--- src/rtl/rank_order_stream_if.sv ---
// Pixel-stream bundle for rank_order_stream: the input handshake plus the filtered output.
// The master side drives pixels. The slave side is the filter.
interface rank_order_stream_if #(
   parameter int DATA_W = 8,
   parameter int ADDR_W = 13
);
   logic              iValid;
   logic              oReady;
   logic [DATA_W-1:0] iPixel;
   logic [3:0]        iOrder;
   logic              iMode;
   logic              oValid;
   logic [DATA_W-1:0] oValue;
   logic [ADDR_W-1:0] oAddr;
   logic              oDone;

   modport master (output iValid, iPixel, iOrder, iMode,
                   input  oReady, oValid, oValue, oAddr, oDone);
   modport slave  (input  iValid, iPixel, iOrder, iMode,
                   output oReady, oValid, oValue, oAddr, oDone);
endinterface

--- src/rtl/rank_order_stream.sv ---
// Streaming 3x3 rank-order filter. It uses two line buffers and a column history.
// Frame-border taps are masked from the output coordinates, followed by a 3-stage rank pipeline.
module rank_order_stream #(
   parameter int DATA_W = 8,
   parameter int IMG_W  = 64,
   parameter int IMG_H  = 64,
   parameter int ADDR_W = 13
) (
   input logic iClk,
   input logic iRst,
   rank_order_stream_if.slave bus
);
   localparam int CW = $clog2(IMG_W);
   localparam int RW = $clog2(IMG_H);
   localparam logic [CW-1:0]     COL_ZERO  = CW'(0);
   localparam logic [CW-1:0]     COL_LAST  = CW'(IMG_W - 1);
   localparam logic [RW-1:0]     ROW_ZERO  = RW'(0);
   localparam logic [RW-1:0]     ROW_ONE   = RW'(1);
   localparam logic [RW-1:0]     ROW_LAST  = RW'(IMG_H - 1);
   localparam logic [ADDR_W-1:0] ADDR_LAST = ADDR_W'(IMG_W * IMG_H - 1);

   typedef enum logic [1:0] {FILL = 2'd0, RUN = 2'd1, FLUSH = 2'd2} state_t;
   typedef logic [2:0][DATA_W-1:0] column_t;

   state_t            state_r, state_next_s;
   logic              ready_r, fire_s, step_s, emit_s, first_s;
   logic [CW-1:0]     in_col_r, out_col_r;
   logic [RW-1:0]     in_row_r, out_row_r;
   logic [ADDR_W-1:0] out_addr_r;
   logic [3:0]        order_r, order_eff_s;
   logic              mode_r;
   logic [DATA_W-1:0] lb0_r [IMG_W];
   logic [DATA_W-1:0] lb1_r [IMG_W];
   logic [DATA_W-1:0] pix_in_s;
   column_t           col_s, left_r, mid_r, lcol_s, ccol_s, rcol_s;
   logic [DATA_W-1:0] taps_s [9];
   logic [DATA_W-1:0] tap1_r [9];
   logic [DATA_W-1:0] tap2_r [9];
   logic [3:0]        cnt_s [9];
   logic [3:0]        cnt2_r [9];
   logic              vld1_r, vld2_r, done1_r, done2_r;
   logic [ADDR_W-1:0] addr1_r, addr2_r;
   logic [3:0]        ord1_r, ord2_r;
   logic [DATA_W-1:0] sel_s;
   logic              out_valid_r, out_done_r;
   logic [DATA_W-1:0] out_value_r;
   logic [ADDR_W-1:0] out_addr_q_r;

   // Row -1 and row IMG_H taps are replaced by the centre row, or by zero.
   function automatic column_t fix_rows(input column_t v, input logic top, input logic bot,
                                        input logic md);
      column_t f;
      f = v;
      if (top) f[0] = md ? v[1] : {DATA_W{1'b0}};
      else     f[0] = v[0];
      if (bot) f[2] = md ? v[1] : {DATA_W{1'b0}};
      else     f[2] = v[2];
      return f;
   endfunction

   assign bus.oReady = ready_r;
   assign bus.oValid = out_valid_r;
   assign bus.oValue = out_value_r;
   assign bus.oAddr  = out_addr_q_r;
   assign bus.oDone  = out_done_r;

   // State register; ready is registered from the next state
   always_ff @(posedge iClk) begin
      if (iRst) begin
         state_r <= FILL;
         ready_r <= 1'b1;
      end else begin
         state_r <= state_next_s;
         ready_r <= (state_next_s != FLUSH);
      end
   end

   // Next state and per-cycle step/emit strobes
   always_comb begin
      state_next_s = state_r;
      fire_s = 1'b0;
      step_s = 1'b0;
      emit_s = 1'b0;
      case (state_r)
         FILL: begin
            fire_s = bus.iValid & ready_r;
            step_s = fire_s;
            if (fire_s && in_row_r == ROW_ONE && in_col_r == COL_ZERO) state_next_s = RUN;
            else state_next_s = FILL;
         end
         RUN: begin
            fire_s = bus.iValid & ready_r;
            step_s = fire_s;
            emit_s = fire_s;
            if (fire_s && in_row_r == ROW_LAST && in_col_r == COL_LAST) state_next_s = FLUSH;
            else state_next_s = RUN;
         end
         FLUSH: begin
            step_s = 1'b1;
            emit_s = 1'b1;
            if (out_row_r == ROW_LAST && out_col_r == COL_LAST) state_next_s = FILL;
            else state_next_s = FLUSH;
         end
         default: state_next_s = FILL;
      endcase
   end

   // Rank select clamp and frame-start detect
   always_comb begin
      if (bus.iOrder == 4'd0)     order_eff_s = 4'd1;
      else if (bus.iOrder > 4'd9) order_eff_s = 4'd9;
      else                        order_eff_s = bus.iOrder;
      first_s  = fire_s && (state_r == FILL) && (in_row_r == ROW_ZERO) && (in_col_r == COL_ZERO);
      pix_in_s = (state_r == FLUSH) ? {DATA_W{1'b0}} : bus.iPixel;
   end

   // Input/output raster counters and per-frame rank/mode capture
   always_ff @(posedge iClk) begin
      if (iRst) begin
         in_col_r <= COL_ZERO;  in_row_r <= ROW_ZERO;
         out_col_r <= COL_ZERO; out_row_r <= ROW_ZERO;
         out_addr_r <= {ADDR_W{1'b0}};
         order_r <= 4'd1;
         mode_r <= 1'b0;
      end else begin
         if (state_r == FLUSH && state_next_s == FILL) begin
            in_col_r <= COL_ZERO;
            in_row_r <= ROW_ZERO;
         end else if (step_s) begin
            if (in_col_r == COL_LAST) begin
               in_col_r <= COL_ZERO;
               in_row_r <= (in_row_r == ROW_LAST) ? ROW_ZERO : in_row_r + ROW_ONE;
            end else begin
               in_col_r <= in_col_r + CW'(1);
            end
         end
         if (emit_s) begin
            out_addr_r <= (out_addr_r == ADDR_LAST) ? {ADDR_W{1'b0}} : out_addr_r + ADDR_W'(1);
            if (out_col_r == COL_LAST) begin
               out_col_r <= COL_ZERO;
               out_row_r <= (out_row_r == ROW_LAST) ? ROW_ZERO : out_row_r + ROW_ONE;
            end else begin
               out_col_r <= out_col_r + CW'(1);
            end
         end
         if (first_s) begin
            order_r <= order_eff_s;
            mode_r  <= bus.iMode;
         end
      end
   end

   // Line buffers: lb0 holds the previous row, lb1 the row before it (not reset)
   always_ff @(posedge iClk) begin
      if (step_s) begin
         lb1_r[in_col_r] <= lb0_r[in_col_r];
         lb0_r[in_col_r] <= pix_in_s;
      end
   end

   // Two-column history of the window; the third column arrives live
   always_ff @(posedge iClk) begin
      if (iRst) begin
         left_r <= '{default: {DATA_W{1'b0}}};
         mid_r  <= '{default: {DATA_W{1'b0}}};
      end else if (step_s) begin
         left_r <= mid_r;
         mid_r  <= col_s;
      end
   end

   // Window assembly. The right-edge output reuses the history with a padded right column.
   always_comb begin
      col_s[0] = lb1_r[in_col_r];
      col_s[1] = lb0_r[in_col_r];
      col_s[2] = pix_in_s;
      if (out_col_r == COL_ZERO) lcol_s = mode_r ? mid_r : '{default: {DATA_W{1'b0}}};
      else                       lcol_s = left_r;
      if (out_col_r == COL_LAST) rcol_s = mode_r ? mid_r : '{default: {DATA_W{1'b0}}};
      else                       rcol_s = col_s;
      lcol_s = fix_rows(lcol_s, out_row_r == ROW_ZERO, out_row_r == ROW_LAST, mode_r);
      ccol_s = fix_rows(mid_r,  out_row_r == ROW_ZERO, out_row_r == ROW_LAST, mode_r);
      rcol_s = fix_rows(rcol_s, out_row_r == ROW_ZERO, out_row_r == ROW_LAST, mode_r);
      for (int k = 0; k < 3; k++) begin
         taps_s[3*k]     = lcol_s[k];
         taps_s[3*k + 1] = ccol_s[k];
         taps_s[3*k + 2] = rcol_s[k];
      end
   end

   // Rank of each tap with index tie-break, so ranks are a permutation of 0..8
   always_comb begin
      for (int i = 0; i < 9; i++) begin
         cnt_s[i] = 4'd0;
         for (int j = 0; j < 9; j++) begin
            if ((tap1_r[j] < tap1_r[i]) || ((j < i) && (tap1_r[j] == tap1_r[i])))
               cnt_s[i] = cnt_s[i] + 4'd1;
            else
               cnt_s[i] = cnt_s[i];
         end
      end
      sel_s = {DATA_W{1'b0}};
      for (int i = 0; i < 9; i++) begin
         if (cnt2_r[i] == ord2_r - 4'd1) sel_s = tap2_r[i];
         else                            sel_s = sel_s;
      end
   end

   // Rank pipeline: S1 taps, S2 ranks, S3 selected output
   always_ff @(posedge iClk) begin
      if (iRst) begin
         vld1_r <= 1'b0; vld2_r <= 1'b0; done1_r <= 1'b0; done2_r <= 1'b0;
         addr1_r <= {ADDR_W{1'b0}}; addr2_r <= {ADDR_W{1'b0}};
         ord1_r <= 4'd1; ord2_r <= 4'd1;
         for (int i = 0; i < 9; i++) begin
            tap1_r[i] <= {DATA_W{1'b0}};
            tap2_r[i] <= {DATA_W{1'b0}};
            cnt2_r[i] <= 4'd0;
         end
         out_valid_r <= 1'b0; out_done_r <= 1'b0;
         out_value_r <= {DATA_W{1'b0}}; out_addr_q_r <= {ADDR_W{1'b0}};
      end else begin
         vld1_r  <= emit_s;
         done1_r <= emit_s && (out_addr_r == ADDR_LAST);
         if (emit_s) begin
            addr1_r <= out_addr_r;
            ord1_r  <= first_s ? order_eff_s : order_r;
            for (int i = 0; i < 9; i++) tap1_r[i] <= taps_s[i];
         end
         vld2_r  <= vld1_r;
         done2_r <= done1_r;
         if (vld1_r) begin
            addr2_r <= addr1_r;
            ord2_r  <= ord1_r;
            for (int i = 0; i < 9; i++) begin
               tap2_r[i] <= tap1_r[i];
               cnt2_r[i] <= cnt_s[i];
            end
         end
         out_valid_r <= vld2_r;
         out_done_r  <= done2_r;
         if (vld2_r) begin
            out_value_r  <= sel_s;
            out_addr_q_r <= addr2_r;
         end
      end
   end
endmodule

--- src/flat_wrapper.sv ---
// flat-port wrapper written by rule: the top's interface ports become plain ports
module rank_order_stream_flat 
#(
   parameter int DATA_W = 8,
   parameter int IMG_W  = 64,
   parameter int IMG_H  = 64,
   parameter int ADDR_W = 13
)
  (iClk, iRst, bus_iValid, bus_iPixel, bus_iOrder, bus_iMode, bus_oReady, bus_oValid, bus_oValue, bus_oAddr, bus_oDone);
  rank_order_stream_if #(.DATA_W(DATA_W), .ADDR_W(ADDR_W)) bus_i ();
  input logic iClk;
  input logic iRst;
  input wire logic [$bits(bus_i.iValid)-1:0] bus_iValid;
  input wire logic [$bits(bus_i.iPixel)-1:0] bus_iPixel;
  input wire logic [$bits(bus_i.iOrder)-1:0] bus_iOrder;
  input wire logic [$bits(bus_i.iMode)-1:0] bus_iMode;
  output wire logic [$bits(bus_i.oReady)-1:0] bus_oReady;
  output wire logic [$bits(bus_i.oValid)-1:0] bus_oValid;
  output wire logic [$bits(bus_i.oValue)-1:0] bus_oValue;
  output wire logic [$bits(bus_i.oAddr)-1:0] bus_oAddr;
  output wire logic [$bits(bus_i.oDone)-1:0] bus_oDone;
  assign bus_i.iValid = bus_iValid;
  assign bus_i.iPixel = bus_iPixel;
  assign bus_i.iOrder = bus_iOrder;
  assign bus_i.iMode = bus_iMode;
  assign bus_oReady = bus_i.oReady;
  assign bus_oValid = bus_i.oValid;
  assign bus_oValue = bus_i.oValue;
  assign bus_oAddr = bus_i.oAddr;
  assign bus_oDone = bus_i.oDone;
  rank_order_stream #(.DATA_W(DATA_W), .IMG_W(IMG_W), .IMG_H(IMG_H), .ADDR_W(ADDR_W)) u_core (.iClk(iClk), .iRst(iRst), .bus(bus_i));
endmodule
--- config.mk ---
export PLATFORM = sky130hd
export DESIGN_NAME = rank_order_stream_flat
export DESIGN_NICKNAME = d
export VERILOG_FILES = /design/src/rtl/rank_order_stream_if.sv /design/src/rtl/rank_order_stream.sv /design/src/flat_wrapper.sv
export SDC_FILE = /design/constraint.sdc
export NUM_CORES = 2
export LEC_CHECK = 0
export ABC_CLOCK_PERIOD_IN_PS = 7200
export CORE_UTILIZATION = 40
export CTS_BUF_LIST = sky130_fd_sc_hd__clkbuf_8 sky130_fd_sc_hd__clkbuf_16
export DETAILED_ROUTE_END_ITERATION = 7
export GPL_ROUTABILITY_DRIVEN = 1
export HOLD_SLACK_MARGIN = 0.1
export PLACE_DENSITY_LB_ADDON = 0.08
export SKIP_CTS_REPAIR_TIMING = 1
export SLEW_MARGIN = 5
export SYNTH_ARGS = -nofsm -noshare
export SYNTH_HDL_FRONTEND = slang
export SYNTH_SLANG_ARGS = --single-unit
--- constraint.sdc ---
create_clock -name iClk -period 7.2 [get_ports iClk]
set_clock_uncertainty 0.1 [all_clocks]
set_input_delay 1.44 -clock iClk [delete_from_list [all_inputs] [get_ports iClk]]
set_output_delay 1.44 -clock iClk [all_outputs]
set_load 0.05 [all_outputs]
==> results.json <==
{
  "status": "completed",
  "yosys_warnings": 0,
  "synth_ff_type": "edfxtp_1",
  "arrival_ns": 6.99,
  "crit_start": "u_core.tap1_r[0][9]$_SDFFCE_PN0P_",
  "cts-root-buf": "clkbuf_16",
  "vias": 39600,
  "syn_avg_cell_area_um2": 14.4,
  "antenna_left": 0,
  "syn_to_final_growth_pct": 14.0,
  "required_ns": 7.60,
  "placed_area_um2": 69300,
  "nNetsFinal": 5087,
  "multi_input_area_um2": 24800,
  "tritoncts": "built",
  "rsz0062_at_grt": "false",
  "layout-drive-gt1-share_pct": 18.0,
  "core_area_um2": 161000,
  "clk_latency_ns": 0.79,
  "cp_slowest_cell": "nor4_2",
  "path_max_fanout": 11,
  "synth.most_common_cell": "edfxtp_1",
  "p_seq_share_pct": 45.6,
  "cap_violations": 0,
  "synth_common_cells": "edfxtp_1, ha_1, nor2_1, nand2_1, mux4_2",
  "maxSlewViolCount": 0,
  "period_share_pct": 91.5,
  "fin_setup_tns_ns": 0,
  "path_class": "flip-flop to flip-flop",
  "synth-edff-count": 1204,
  "hp-start": "u_core.done1_r$_SDFF_PP0_",
  "synth_top_area_share_pct": 55.5,
  "p_leak_nw": 25.2,
  "numCtsBuffers": 152,
  "drt-initial-drc-count": 3645,
  "worstSetupEndpointType": "flip-flop",
  "p_comb_share_pct": 14.6,
  "drcViolationCount": 0,
  "globalplace.congestion": 0.935,
  "ir_worst_vdd_v": 0.000215,
  "synthDistinctLibCells": 99,
  "netlist_instances": 4523,
  "io_pins": 40,
  "via_per_inst": 5.67,
  "cpMostUsedCell": "ha_1",
  "rr_startpoint": "u_core.tap1_r[0][9]$_SDFFCE_PN0P_",
  "clkTransAtPathRegs_ns": 0.06,
  "timing.hold.ws_ns": 0.335,
  "dp_hpwl_um": 132000,
  "htreeDepth": 4,
  "p_int_mw": 14.3,
  "worstSetupStartpointType": "flip-flop",
  "fin_crit_ns": 6.59,
  "initial_utilization_pct": 40.5,
  "routed_wl_um": 195000,
  "n_fill_cell": 14300,
  "io_buffers": 39,
  "grt_max_degree": 107,
  "cts_sinks": 1364,
  "grt_pass1_vias": 39300,
  "p_switching_mw": 5.11,
  "grt.total_usage_pct": 23.9,
  "antenna_found_initial": 7,
  "die-area_um2": 165000,
  "routedWlPerCell_um": 27.9,
  "grt_pass1_wl_um": 282000,
  "maxSlewHeadroom_pct": 18.7,
  "syn-num-nets": 4908,
  "p_per_area_nw_per_um2": 262,
  "power_frac_clock_pct": 39.7,
  "fmaxAchievable_ghz": 0.152,
  "final-setup-viol-count": 0,
  "num_rows": 147,
  "dr.pass1.iters": 6,
  "final_area_um2": 74300,
  "synth_area_um2": 65200,
  "synthArstFlopShare_pct": 0,
  "seq_area_frac_synth_pct": 60.4,
  "die_w_um": 406,
  "die_h_um": 406,
  "overflow": 0,
  "switching_share_pct": 26.3,
  "regArea_um2": 39400,
  "cp_num_buf_inv": 4,
  "cp_top_family": "simple AND/OR/NAND/NOR gates",
  "hold_class": "flip-flop to flip-flop",
  "tightest_slew_ns": 1.22,
  "synth_seq_cells": 1364,
  "ys_top_cells_by_area": "edfxtp_1, mux4_2, ha_1",
  "synth_area_leader_cell": "edfxtp_1",
  "finalHoldViolCount": 0,
  "max_stage_delay_ns": 0.49,
  "clockBufferDepth": 3,
  "power_mw": 19.5
}
layout by cell type (no fill, tap or decap), types with 74 or more instances in the layout:
master and n:
edfxtp_1 1204, ha_1 369, nand2_1 345, mux4_2 330, nor2_1 321, a21oi_1 260
inv_1 183, buf_4 173, dfxtp_1 154, clkbuf_16 154, nand3_1 125, xnor2_1 92
nand4_1 78, xor2_1 74
layout make-up:
cell class / count / share of cell area (%)
diodes: 2 / 0.00673
clock buffers: 160 / 5.30
clock inverters: 118 / 1.50
inverters: 153 / 0.773
multi-input cells: 2813 / 33.4
flip-flops and latches: 1364 / 53.0
well taps: 2160 / 3.64
repair buffers: 218 / 2.45
flip-flops by register name (all words and copies together), names as in the netlist, 13 cells and up, named ones only:
signal             count
u_core.addr1_r        13
u_core.mid_r          16
u_core.bus.oAddr      13
u_core.tap2_r         72
u_core.left_r         24
u_core.tap1_r         72
u_core.out_addr_r     13
u_core.lb0_r         512
u_core.lb1_r         512
u_core.addr2_r        13
u_core.cnt2_r         36
path summary, 6_finish.rpt:
path	slack, ns	cells after the start	end
worst max-delay path	0.61	29	u_core.cnt2_r[0][23]$_SDFFCE_PN0P_
worst min-delay path	0.34	1	u_core.done2_r$_SDFF_PP0_
worst max register to register	0.61	29	u_core.cnt2_r[0][23]$_SDFFCE_PN0P_
worst min register to register	0.34	1	u_core.done2_r$_SDFF_PP0_
power groups by stage:
stage | registers (mW) | clock network, mW | logic (mW)
floorplan | 9.00 | 0 | 2.00
global placement | 9.04 | 0 | 2.84
detailed placement | 9.04 | 0 | 2.86
CTS | 8.88 | 7.90 | 2.88
global route | 8.88 | 8.20 | 3.13
finish | 8.88 | 7.73 | 2.85
per-layer routing:
metal | GRT usage, % | vias to the layer above | wire (µm)
li1 | - | 17900 | -
met1 | 32.6 | 20300 | 85000
met2 | 39.2 | 1118 | 94300
met3 | 3.45 | 231 | 9650
met4 | 7.52 | 2 | 6060
met5 | 0 | - | 13
worst register-to-register path: cells and delay by family, from the launching register on:
| kind | cells | cell delay, ns |
|---|---|---|
| flops | 1 | 0.45 |
| compound gates | 7 | 1.35 |
| buf+inv | 4 | 0.77 |
| fa+ha+maj | 4 | 1.09 |
| simple gates | 10 | 1.74 |
| mux | 1 | 0.36 |
| xor+xnor | 3 | 0.47 |
logic make-up after synthesis:
logic type	Yosys count	synth area share, %
compound gates	658	6.48
xor+xnor	178	2.58
fa+ha+maj	369	7.08
buf+inv	346	2.05
flops	1364	60.4
mux	421	12.8
simple gates	1187	8.60
stage by stage:
stage                     utilization (%)  instances  setup slack, ns
after floorplan                         -       4523             1.31
after detailed placement             43.0       6708            0.655
after global placement               43.0       6708            0.746
final                                46.1       6988            0.614
after CTS                            46.1       6986            0.621
after global routing                 46.1       6986            0.127
(Power assumes the default switching activity.)
